--- config.mk ---
export PLATFORM = sky130hd
export DESIGN_NAME = oc8051_multiply_seq_flat
export DESIGN_NICKNAME = d
export VERILOG_FILES = /design/src/rtl/oc8051_multiply_seq_if.sv /design/src/rtl/oc8051_multiply_seq.sv /design/src/flat_wrapper.sv
export SDC_FILE = /design/constraint.sdc
export NUM_CORES = 1
export LEC_CHECK = 0
export BUFFER_PORTS_ARGS = -buffer_cell sky130_fd_sc_hd__buf_2
export CORE_ASPECT_RATIO = 2
export CORE_MARGIN = 3
export CORE_UTILIZATION = 35
export DETAILED_ROUTE_END_ITERATION = 10
export PLACE_DENSITY = 0.55
export SYNTH_ARGS = -nofsm -noshare
export SYNTH_HDL_FRONTEND = slang
export SYNTH_SLANG_ARGS = --single-unit
--- constraint.sdc ---
create_clock -name clk -period 12.05 [get_ports clk]
set_clock_uncertainty 0.15 [all_clocks]
set_input_delay 2.41 -clock clk [delete_from_list [all_inputs] [get_ports clk]]
set_output_delay 2.41 -clock clk [all_outputs]
set_load 0.05 [all_outputs]
--- src/rtl/oc8051_multiply_seq_if.sv ---
// Handshake/result bundle between the ALU (master) and the iterative
// multiplier (slave). The sgn signal exists only when OC8051_MUL_SIGNED_EN
// is defined.
interface oc8051_multiply_seq_if #(
  parameter int WIDTH = 8
);
  logic             start;
  logic [WIDTH-1:0] src1;
  logic [WIDTH-1:0] src2;
`ifdef OC8051_MUL_SIGNED_EN
  logic             sgn;
`endif
  logic             busy;
  logic             done;
  logic [WIDTH-1:0] des_hi;
  logic [WIDTH-1:0] des_lo;
  logic             des_ov;

  modport master (
    output start, src1, src2,
`ifdef OC8051_MUL_SIGNED_EN
    output sgn,
`endif
    input  busy, done, des_hi, des_lo, des_ov
  );

  modport slave (
    input  start, src1, src2,
`ifdef OC8051_MUL_SIGNED_EN
    input  sgn,
`endif
    output busy, done, des_hi, des_lo, des_ov
  );
endinterface

--- src/rtl/oc8051_multiply_seq.sv ---
// Iterative WIDTH x WIDTH -> 2*WIDTH multiplier, DIGIT multiplier bits per
// clock, MSB digit first, with start/busy/done handshake. Results are held
// until the next completion.
// Optional feature macro: OC8051_MUL_SIGNED_EN (adds signed mode via sgn).
module oc8051_multiply_seq #(
  parameter int WIDTH = 8,
  parameter int DIGIT = 2
) (
  input  logic                 clk,
  input  logic                 rst,
  oc8051_multiply_seq_if.slave bus
);
  localparam int N     = WIDTH / DIGIT;
  localparam int CNT_W = (N > 1) ? $clog2(N) : 1;
  localparam logic [CNT_W-1:0] CNT_LAST = CNT_W'(N - 1);

  typedef enum logic {IDLE, RUN} state_t;

  state_t             state_q, state_d;
  logic [CNT_W-1:0]   cnt_q, cnt_d;
  logic [2*WIDTH-1:0] acc_q, acc_d;
  logic [WIDTH-1:0]   src1_q, src1_d;
  logic [WIDTH-1:0]   src2_q, src2_d;
  logic               sgn_q, sgn_d;
  logic               neg_q, neg_d;
  logic               done_q, done_d;
  logic [WIDTH-1:0]   des_hi_q, des_hi_d;
  logic [WIDTH-1:0]   des_lo_q, des_lo_d;
  logic               des_ov_q, des_ov_d;

  logic               sgn_in;
  logic [WIDTH-1:0]   src1_mag, src2_mag;
  logic [DIGIT-1:0]   digit;
  logic [2*WIDTH-1:0] pp;
  logic [2*WIDTH-1:0] acc_step;
  logic [2*WIDTH-1:0] prod;

  // State and datapath registers, asynchronous active-high reset
  always_ff @(posedge clk or posedge rst) begin
    if (rst) begin
      state_q  <= IDLE;
      cnt_q    <= '0;
      acc_q    <= '0;
      src1_q   <= '0;
      src2_q   <= '0;
      sgn_q    <= 1'b0;
      neg_q    <= 1'b0;
      done_q   <= 1'b0;
      des_hi_q <= '0;
      des_lo_q <= '0;
      des_ov_q <= 1'b0;
    end else begin
      state_q  <= state_d;
      cnt_q    <= cnt_d;
      acc_q    <= acc_d;
      src1_q   <= src1_d;
      src2_q   <= src2_d;
      sgn_q    <= sgn_d;
      neg_q    <= neg_d;
      done_q   <= done_d;
      des_hi_q <= des_hi_d;
      des_lo_q <= des_lo_d;
      des_ov_q <= des_ov_d;
    end
  end

  // Next-state: leave IDLE on start, return after the last digit
  always_comb begin
    state_d = state_q;
    case (state_q)
      IDLE: if (bus.start) state_d = RUN;
      RUN:  if (cnt_q == CNT_LAST) state_d = IDLE;
    endcase
  end

  // Operand conditioning: signed operands are reduced to magnitudes so the
  // iteration core stays unsigned; the sign is reapplied on the final edge.
  always_comb begin
    sgn_in = 1'b0;
`ifdef OC8051_MUL_SIGNED_EN
    sgn_in = bus.sgn;
`endif
    src1_mag = (sgn_in && bus.src1[WIDTH-1]) ? -bus.src1 : bus.src1;
    src2_mag = (sgn_in && bus.src2[WIDTH-1]) ? -bus.src2 : bus.src2;
  end

  // Datapath: digit-serial shift-and-add plus result capture
  always_comb begin
    cnt_d    = cnt_q;
    acc_d    = acc_q;
    src1_d   = src1_q;
    src2_d   = src2_q;
    sgn_d    = sgn_q;
    neg_d    = neg_q;
    done_d   = 1'b0;
    des_hi_d = des_hi_q;
    des_lo_d = des_lo_q;
    des_ov_d = des_ov_q;

    digit    = DIGIT'(src2_q >> (WIDTH - DIGIT * (int'(cnt_q) + 1)));
    pp       = (2*WIDTH)'(src1_q) * (2*WIDTH)'(digit);
    acc_step = (acc_q << DIGIT) + pp;
    prod     = neg_q ? -acc_step : acc_step;

    case (state_q)
      IDLE: begin
        if (bus.start) begin
          src1_d = src1_mag;
          src2_d = src2_mag;
          sgn_d  = sgn_in;
          neg_d  = sgn_in & (bus.src1[WIDTH-1] ^ bus.src2[WIDTH-1]);
          cnt_d  = '0;
          acc_d  = '0;
        end
      end
      RUN: begin
        acc_d = acc_step;
        cnt_d = cnt_q + CNT_W'(1);
        if (cnt_q == CNT_LAST) begin
          cnt_d    = '0;
          done_d   = 1'b1;
          des_hi_d = prod[2*WIDTH-1:WIDTH];
          des_lo_d = prod[WIDTH-1:0];
          if (sgn_q)
            des_ov_d = (prod[2*WIDTH-1:WIDTH] != {WIDTH{prod[WIDTH-1]}});
          else
            des_ov_d = |prod[2*WIDTH-1:WIDTH];
        end
      end
    endcase
  end

  // Outputs: busy decoded from state, results straight from registers
  always_comb begin
    bus.busy   = (state_q == RUN);
    bus.done   = done_q;
    bus.des_hi = des_hi_q;
    bus.des_lo = des_lo_q;
    bus.des_ov = des_ov_q;
  end
endmodule

--- src/flat_wrapper.sv ---
// flat-port wrapper written by rule: the top's interface ports become plain ports
module oc8051_multiply_seq_flat 
#(
  parameter int WIDTH = 8,
  parameter int DIGIT = 2
)
  (clk, rst, bus_start, bus_src1, bus_src2, bus_busy, bus_done, bus_des_hi, bus_des_lo, bus_des_ov);
  oc8051_multiply_seq_if #(.WIDTH(WIDTH)) bus_i ();
  input  logic clk;
  input  logic rst;
  input wire logic [$bits(bus_i.start)-1:0] bus_start;
  input wire logic [$bits(bus_i.src1)-1:0] bus_src1;
  input wire logic [$bits(bus_i.src2)-1:0] bus_src2;
  output wire logic [$bits(bus_i.busy)-1:0] bus_busy;
  output wire logic [$bits(bus_i.done)-1:0] bus_done;
  output wire logic [$bits(bus_i.des_hi)-1:0] bus_des_hi;
  output wire logic [$bits(bus_i.des_lo)-1:0] bus_des_lo;
  output wire logic [$bits(bus_i.des_ov)-1:0] bus_des_ov;
  assign bus_i.start = bus_start;
  assign bus_i.src1 = bus_src1;
  assign bus_i.src2 = bus_src2;
  assign bus_busy = bus_i.busy;
  assign bus_done = bus_i.done;
  assign bus_des_hi = bus_i.des_hi;
  assign bus_des_lo = bus_i.des_lo;
  assign bus_des_ov = bus_i.des_ov;
  oc8051_multiply_seq #(.WIDTH(WIDTH), .DIGIT(DIGIT)) u_core (.clk(clk), .rst(rst), .bus(bus_i));
endmodule
## Word-level counts from Yosys, hierarchy flattened

Cells that the tools add are included.

- Output and inout bits: 19
- Memories kept: 0
- ROM bits: 0
- Bits of input ports: 19
- Memory bits (writable): 0
- Logic and storage cells: 31
- Latch bits: 0
- Register bits after elaboration: 51

- Equality and inequality tests: 2
- $mul: 1
- Order comparisons: 0
- Bitwise logic cells: 1
- Multiplexer cells: 10
- Reductions and logical operators: 3
- $add $sub $neg: 4
- Divide/modulo/power cells: 0
- Shift-type cells: 1

Operators by type and width:

| kind | count |
|---|---|
| right shift 8 x 32 -> 2 bit | 1 |
| subtractor 5 x 32 -> 32 bit, first input constant | 1 |
| one-hot mux 14 bit (2 select lines) | 1 |
| adder 16 x 10 -> 16 bit | 1 |
| two-way mux 14 bit | 1 |
| multiplier 8 x 2 -> 10 bit | 1 |
| OR reduction 8 bit | 1 |
| two-way mux 1 bit | 4 |
| two-way mux 2 bit | 2 |
| one-hot mux 2 bit (2 select lines) | 1 |
| AND reduction 2 bit | 2 |
| adder 2 x 1 -> 3 bit, second input constant | 1 |
| adder 2 x 1 -> 2 bit, second input constant | 1 |
| equality test 2 bit, second input constant | 1 |
| != test 2 bit, second input constant | 1 |
| one-hot mux 1 bit (2 select lines) | 1 |
| inverter 1 bit | 1 |

## Depth between registers and ports, before layout

- Depth in word-level cells: 6
- Depth in mapped cells: 13
- Mapped depth without buffers: 13

## Worst setup path after synthesis

OpenSTA, ideal clock, no wires.

- Kind: reg-to-reg
- From: register u_core.cnt_q[0]
- To: register u_core.acc_q[12]
- Data required time: 11.764 ns
- Cell stages (with the launch flop): 14
- Clock period less this slack: 3.920 ns
- Data arrival time: 3.634 ns
- Library setup time: 0.136 ns
- Path slack: 8.130 ns
- Buffers on the path: 0
- Path through: dfrtp_1 -> ha_1 -> mux4_2 -> and2_1 -> fa_1 -> ha_1 -> inv_1 -> fa_1 -> nor2b_2 -> o2111ai_1 -> a31oi_1 -> o211ai_1 -> xor2_1 -> o22ai_1

- Word-level cells in the longest chain between the ends: 6

RTL lines:

| element | RTL line | text |
|---|---|---|
| start: declaration | oc8051_multiply_seq.sv:20 | `logic [CNT_W-1:0] cnt_q, cnt_d;` |
| start signal: assignment | oc8051_multiply_seq.sv:54 | `cnt_q <= cnt_d;` |
| adder 2 x 1 -> 3 bit | oc8051_multiply_seq.sv:100 | `digit = DIGIT'(src2_q >> (WIDTH - DIGIT * (int'(cnt_q) + 1)));` |
| subtractor 5 x 32 -> 32 bit | oc8051_multiply_seq.sv:100 |  |
| right shift 8 x 32 -> 2 bit | oc8051_multiply_seq.sv:100 |  |
| multiplier 8 x 2 -> 10 bit | oc8051_multiply_seq.sv:101 | `pp = (2*WIDTH)'(src1_q) * (2*WIDTH)'(digit);` |
| adder 16 x 10 -> 16 bit | oc8051_multiply_seq.sv:102 | `acc_step = (acc_q << DIGIT) + pp;` |
| one-hot mux 14 bit (2 select lines) | oc8051_multiply_seq.sv:105 | `case (state_q)` |
| end signal: assignment | oc8051_multiply_seq.sv:43 | `acc_q <= '0;` |
| end signal: assignment | oc8051_multiply_seq.sv:55 | `acc_q <= acc_d;` |
| end: declaration | oc8051_multiply_seq.sv:21 | `logic [2*WIDTH-1:0] acc_q, acc_d;` |

Every way passes these cells.
A chain may end at the register's enable or synchronous reset.

## Final worst setup path

- From: register u_core.cnt_q[0]
- To: register u_core.des_ov_q, in the netlist u_core.bus.des_ov

- Word-level cells in the longest chain between the ends: 6
- Elaborated cells on any way between the ends: 8
- Those cells by class: add/sub: 3; mul: 1; eq/ne: 1; shift: 1; reduce/logical: 2

RTL lines:

| element | RTL line | text |
|---|---|---|
| adder 2 x 1 -> 3 bit | oc8051_multiply_seq.sv:100 |  |
| subtractor 5 x 32 -> 32 bit | oc8051_multiply_seq.sv:100 |  |
| right shift 8 x 32 -> 2 bit | oc8051_multiply_seq.sv:100 |  |
| multiplier 8 x 2 -> 10 bit | oc8051_multiply_seq.sv:101 |  |
| adder 16 x 10 -> 16 bit | oc8051_multiply_seq.sv:102 |  |
| OR reduction 8 bit | oc8051_multiply_seq.sv:127 | `des_ov_d = \|prod[2*WIDTH-1:WIDTH];` |
| end signal: assignment | oc8051_multiply_seq.sv:63 | `des_ov_q <= des_ov_d;` |
| end: declaration | oc8051_multiply_seq.sv:29 | `logic des_ov_q, des_ov_d;` |

Several ways; a longest one is shown, not always the timed one.

==> impl_metrics.xml <==
<?xml version="1.0" encoding="UTF-8"?>
<metrics>
  <group name="status">
    <metric name="run_status" unit="">completed</metric>
  </group>
  <group name="global_routing">
    <metric name="globalRoute.totalOverflow" unit="">0</metric>
    <metric name="grt_antenna_before_repair" unit="">0</metric>
    <metric name="global_router_s_overall_resource_usage" unit="%">15.7</metric>
    <metric name="grt_max_degree" unit="">52</metric>
    <metric name="vias_in_the_first_global_route" unit="">2099</metric>
    <metric name="global_route_wire_length_before_repair" unit="mm">10.4</metric>
  </group>
  <group name="floorplan">
    <metric name="die-area" unit="mm^2">0.00901</metric>
    <metric name="die_width" unit="um">68.7</metric>
    <metric name="die_ht" unit="um">131</metric>
    <metric name="design.core.area" unit="mm^2">0.00760</metric>
    <metric name="initial_core_util" unit="%">36.1</metric>
    <metric name="core.rowCount" unit="">45</metric>
    <metric name="io-pin-count" unit="">38</metric>
  </group>
  <group name="sta">
    <metric name="finalWorstPathRequiredPeriod" unit="ns">4.23</metric>
    <metric name="clock.fmax" unit="GHz">0.237</metric>
    <metric name="setup_repair_after_global_routing_missed_its_margin" unit="">false</metric>
    <metric name="max_transition_viols_final" unit="">0</metric>
    <metric name="tightest_slew" unit="ns">1.06</metric>
    <metric name="final.setup.tns" unit="ns">0</metric>
    <metric name="finalCritPeriodShare" unit="%">35.1</metric>
    <metric name="setup_viol_count_final" unit="">0</metric>
    <metric name="timing_hold_violations_final" unit="">0</metric>
    <metric name="timing.slew.headroom" unit="%">29.3</metric>
  </group>
  <group name="yosys">
    <metric name="number_of_nets_in_the_synthesized_netlist" unit="">296</metric>
    <metric name="mean_instance_size_in_the_synthesized_netlist" unit="um^2">10.6</metric>
    <metric name="synthTopCellsByArea" unit="">sky130_fd_sc_hd__dfrtp_1 46%, sky130_fd_sc_hd__mux2_2 9.0%, sky130_fd_sc_hd__nand2_1 7.2%, sky130_fd_sc_hd__fa_1 5.1%, sky130_fd_sc_hd__ha_1 5.0%</metric>
    <metric name="synth_top_area_share" unit="%">46.4</metric>
    <metric name="synth-adder-area-share" unit="%">10.1</metric>
    <metric name="async_flop_share" unit="%">100</metric>
    <metric name="ys_seq_elements" unit="">51</metric>
    <metric name="dominantRegCellSynth" unit="">sky130_fd_sc_hd__dfrtp_1</metric>
    <metric name="ys_types" unit="">39</metric>
    <metric name="gate_count_after_technology_mapping" unit="">259</metric>
    <metric name="synth_top_family_by_area" unit="">compound AO/OA/AOI/OAI gates</metric>
    <metric name="yosysMostFrequentCell" unit="">sky130_fd_sc_hd__nand2_1</metric>
    <metric name="post-synth-top-area-cell" unit="">sky130_fd_sc_hd__dfrtp_1</metric>
    <metric name="synthesis_warnings" unit="">0</metric>
    <metric name="synth-seq-area-share" unit="%">46.4</metric>
    <metric name="synth.area.mux_share" unit="%">11.2</metric>
    <metric name="edff_count_synth" unit="">0</metric>
    <metric name="synth_compound_area_share" unit="%">11.9</metric>
    <metric name="synth_commonest_cells" unit="">53 x sky130_fd_sc_hd__nand2_1, 51 x sky130_fd_sc_hd__dfrtp_1, 22 x sky130_fd_sc_hd__mux2_2, 21 x sky130_fd_sc_hd__inv_1, 16 x sky130_fd_sc_hd__o21ai_0</metric>
    <metric name="synth-xor-area-share" unit="%">4.14</metric>
    <metric name="yosys.area_share.simple" unit="%">11.9</metric>
    <metric name="syn-cell-area" unit="mm^2">0.00275</metric>
  </group>
  <group name="setup_path">
    <metric name="timing.critical_path.max_delay_family" unit="">adder cells</metric>
    <metric name="crit_path_cell_trace" unit="">ha_1, mux4_2, and2_1, fa_1, ha_1, inv_1, fa_1, nor2b_2, o2111ai_1, a31oi_1, nor2_1, xor2_1, a41oi_2</metric>
    <metric name="crit_path_top_delay_cell" unit="">sky130_fd_sc_hd__mux4_2</metric>
    <metric name="number_of_buffer_and_inverter_instances_along_the_worst_setup_path" unit="">1</metric>
    <metric name="critical_path_required" unit="ns">12.05</metric>
    <metric name="worst_setup_path_end_kind" unit="">flop</metric>
    <metric name="timing.critical_path.from_type" unit="">flop</metric>
    <metric name="critPathArrivalTime" unit="ns">4.23</metric>
    <metric name="timing.critical_path.slowest_cell_delay" unit="ns">0.60</metric>
    <metric name="setup_crit_path_kind" unit="">flop to flop</metric>
    <metric name="path_max_fanout" unit="">8</metric>
  </group>
  <group name="placement">
    <metric name="portbufs" unit="">37</metric>
    <metric name="routabilityCongestion" unit="">0.831</metric>
    <metric name="detailed_placement_wirelength_estimate" unit="mm">4.91</metric>
  </group>
  <group name="clock_network">
    <metric name="cts-root-buf" unit="">sky130_fd_sc_hd__clkbuf_16</metric>
    <metric name="tritoncts" unit="">yes</metric>
    <metric name="cts_made_buffers" unit="">5</metric>
    <metric name="post_cts.resized_instances" unit="">0</metric>
    <metric name="post_cts_hold_buffer_count" unit="">0</metric>
    <metric name="cts.sinks" unit="">51</metric>
    <metric name="path_clk_slew" unit="ns">0.07</metric>
    <metric name="worst_skew_pair.late_latency" unit="ns">0.29</metric>
    <metric name="clock_tree.buffer_depth" unit="">2</metric>
    <metric name="cts_setup_buffers" unit="">0</metric>
    <metric name="cts-htree-levels" unit="">2</metric>
  </group>
  <group name="drt">
    <metric name="antenna_left" unit="">0</metric>
    <metric name="drt-vias-per-instance" unit="">5.00</metric>
    <metric name="first_pass_iters" unit="">3</metric>
    <metric name="finalWirelength" unit="mm">6.21</metric>
    <metric name="vias" unit="">1950</metric>
    <metric name="count_of_unresolved_drc_violations_after_routing" unit="">0</metric>
    <metric name="routedWlPerCell" unit="um">15.9</metric>
    <metric name="drtIter0Drc" unit="">67</metric>
  </group>
  <group name="cells_and_area">
    <metric name="antennaDiodeCount" unit="">0</metric>
    <metric name="drive_above_1_share" unit="%">27.4</metric>
    <metric name="layout.nets" unit="">332</metric>
    <metric name="area_growth" unit="%">15.1</metric>
  </group>
  <group name="min_path">
    <metric name="timing.hold.worst.class" unit="">flop to flop</metric>
  </group>
  <group name="job">
    <metric name="max_cap_violations" unit="">0</metric>
  </group>
</metrics>
metrics by stage:
step / instances / hold slack (ns) / util [%] / cell area [um^2] / setup WS [ns]
final: 390 / 0.329 / 41.6 / 3160 / 7.82
after global routing: 390 / 0.353 / 41.6 / 3160 / 7.53
after CTS: 390 / 0.337 / 41.6 / 3160 / 7.80
after detailed placement: 382 / 0.322 / 39.8 / 3020 / 7.79
after global placement: 382 / 0.313 / 39.8 / 3020 / 7.94
after floorplan: 259 / 0.317 / - / 2750 / 8.13
final cells by class:
| type | instances | area [um^2] |
|---|---|---|
| fillers | 749 | 4440 |
| multi-input cells | 177 | 1350 |
| flip-flops and latches | 51 | 1280 |
| repair buffers | 38 | 193 |
| clock buffers | 6 | 129 |
| well taps | 94 | 118 |
| inverters | 22 | 82.6 |
| clock inverters | 2 | 12.5 |
per-layer routing:
| layer | share of wire [%] | GRT usage [%] | vias to the layer above |
|---|---|---|---|
| met3 | 2.4 | 2.82 | 20 |
| met1 | 33 | 14.9 | 953 |
| met5 | 0 | 0 | - |
| met2 | 60 | 29.1 | 32 |
| met4 | 4.3 | 8.42 | 0 |
| li1 | - | - | 945 |
worst register-to-register path: cells and delay by family (launching register included):
family                   cells  cell delay [ns]
AO/OA/AOI/OAI                3             0.61
AND/OR/NAND/NOR              3             0.46
adder cells (fa/ha/maj)      4             1.51
XOR/XNOR                     1             0.27
buffers and inverters        1             0.07
multiplexers                 1             0.60
flip-flops                   1             0.42
path summary, 6_finish.rpt:
kind / from / endpoint / slack, ns / cells past startpoint
max: u_core.cnt_q[0] / u_core.bus.des_ov / 7.82 / 13
min: u_core.bus.des_hi[7] / u_core.bus.des_hi[7] / 0.33 / 2
max reg2reg: u_core.cnt_q[0] / u_core.bus.des_ov / 7.82 / 13
min reg2reg: u_core.bus.des_hi[7] / u_core.bus.des_hi[7] / 0.33 / 2
max in group asynchronous: rst / u_core.acc_q[0] / 8.86 / 2
min in group asynchronous: rst / u_core.acc_q[10] / 2.23 / 2
kinds of logic (layout without fill, tap and decap cells):
| kind of cell | after synthesis | count (layout) |
|---|---|---|
| compound gates | 44 | 44 |
| xor+xnor | 13 | 13 |
| fa+ha+maj | 18 | 18 |
| buf+inv | 31 | 68 |
| flops | 51 | 51 |
| mux | 25 | 25 |
| simple gates | 77 | 77 |
state kept, by name (all words and copies together), names as in the netlist:
register / flops
u_core.bus.done: 1
u_core.cnt_q: 2
u_core.bus.des_lo: 8
u_core.bus.busy: 1
u_core.bus.des_ov: 1
u_core.src2_q: 8
u_core.bus.des_hi: 8
u_core.acc_q: 14
u_core.src1_q: 8
cells in the final DEF (no fill, tap or decap), types with 3 or more instances in the layout:
cell / Yosys / routed
sky130_fd_sc_hd__dfrtp_1: 51 / 51
sky130_fd_sc_hd__xor2_1: 7 / 7
sky130_fd_sc_hd__buf_2: 2 / 37
sky130_fd_sc_hd__o22ai_1: 4 / 4
sky130_fd_sc_hd__inv_1: 21 / 20
sky130_fd_sc_hd__a21oi_1: 3 / 3
sky130_fd_sc_hd__nand3_1: 3 / 3
sky130_fd_sc_hd__mux2_2: 22 / 22
sky130_fd_sc_hd__o31ai_1: 4 / 4
sky130_fd_sc_hd__ha_1: 11 / 11
sky130_fd_sc_hd__clkbuf_16: 0 / 5
sky130_fd_sc_hd__fa_1: 7 / 7
sky130_fd_sc_hd__nand2_1: 53 / 53
sky130_fd_sc_hd__xnor2_1: 6 / 6
sky130_fd_sc_hd__and2_1: 5 / 5
sky130_fd_sc_hd__o21ai_0: 16 / 16
sky130_fd_sc_hd__nor2_1: 9 / 9
Power is left out: the tool's default activity adds up to more than one toggle a clock period on the data nets, which glitch-free logic cannot reach.
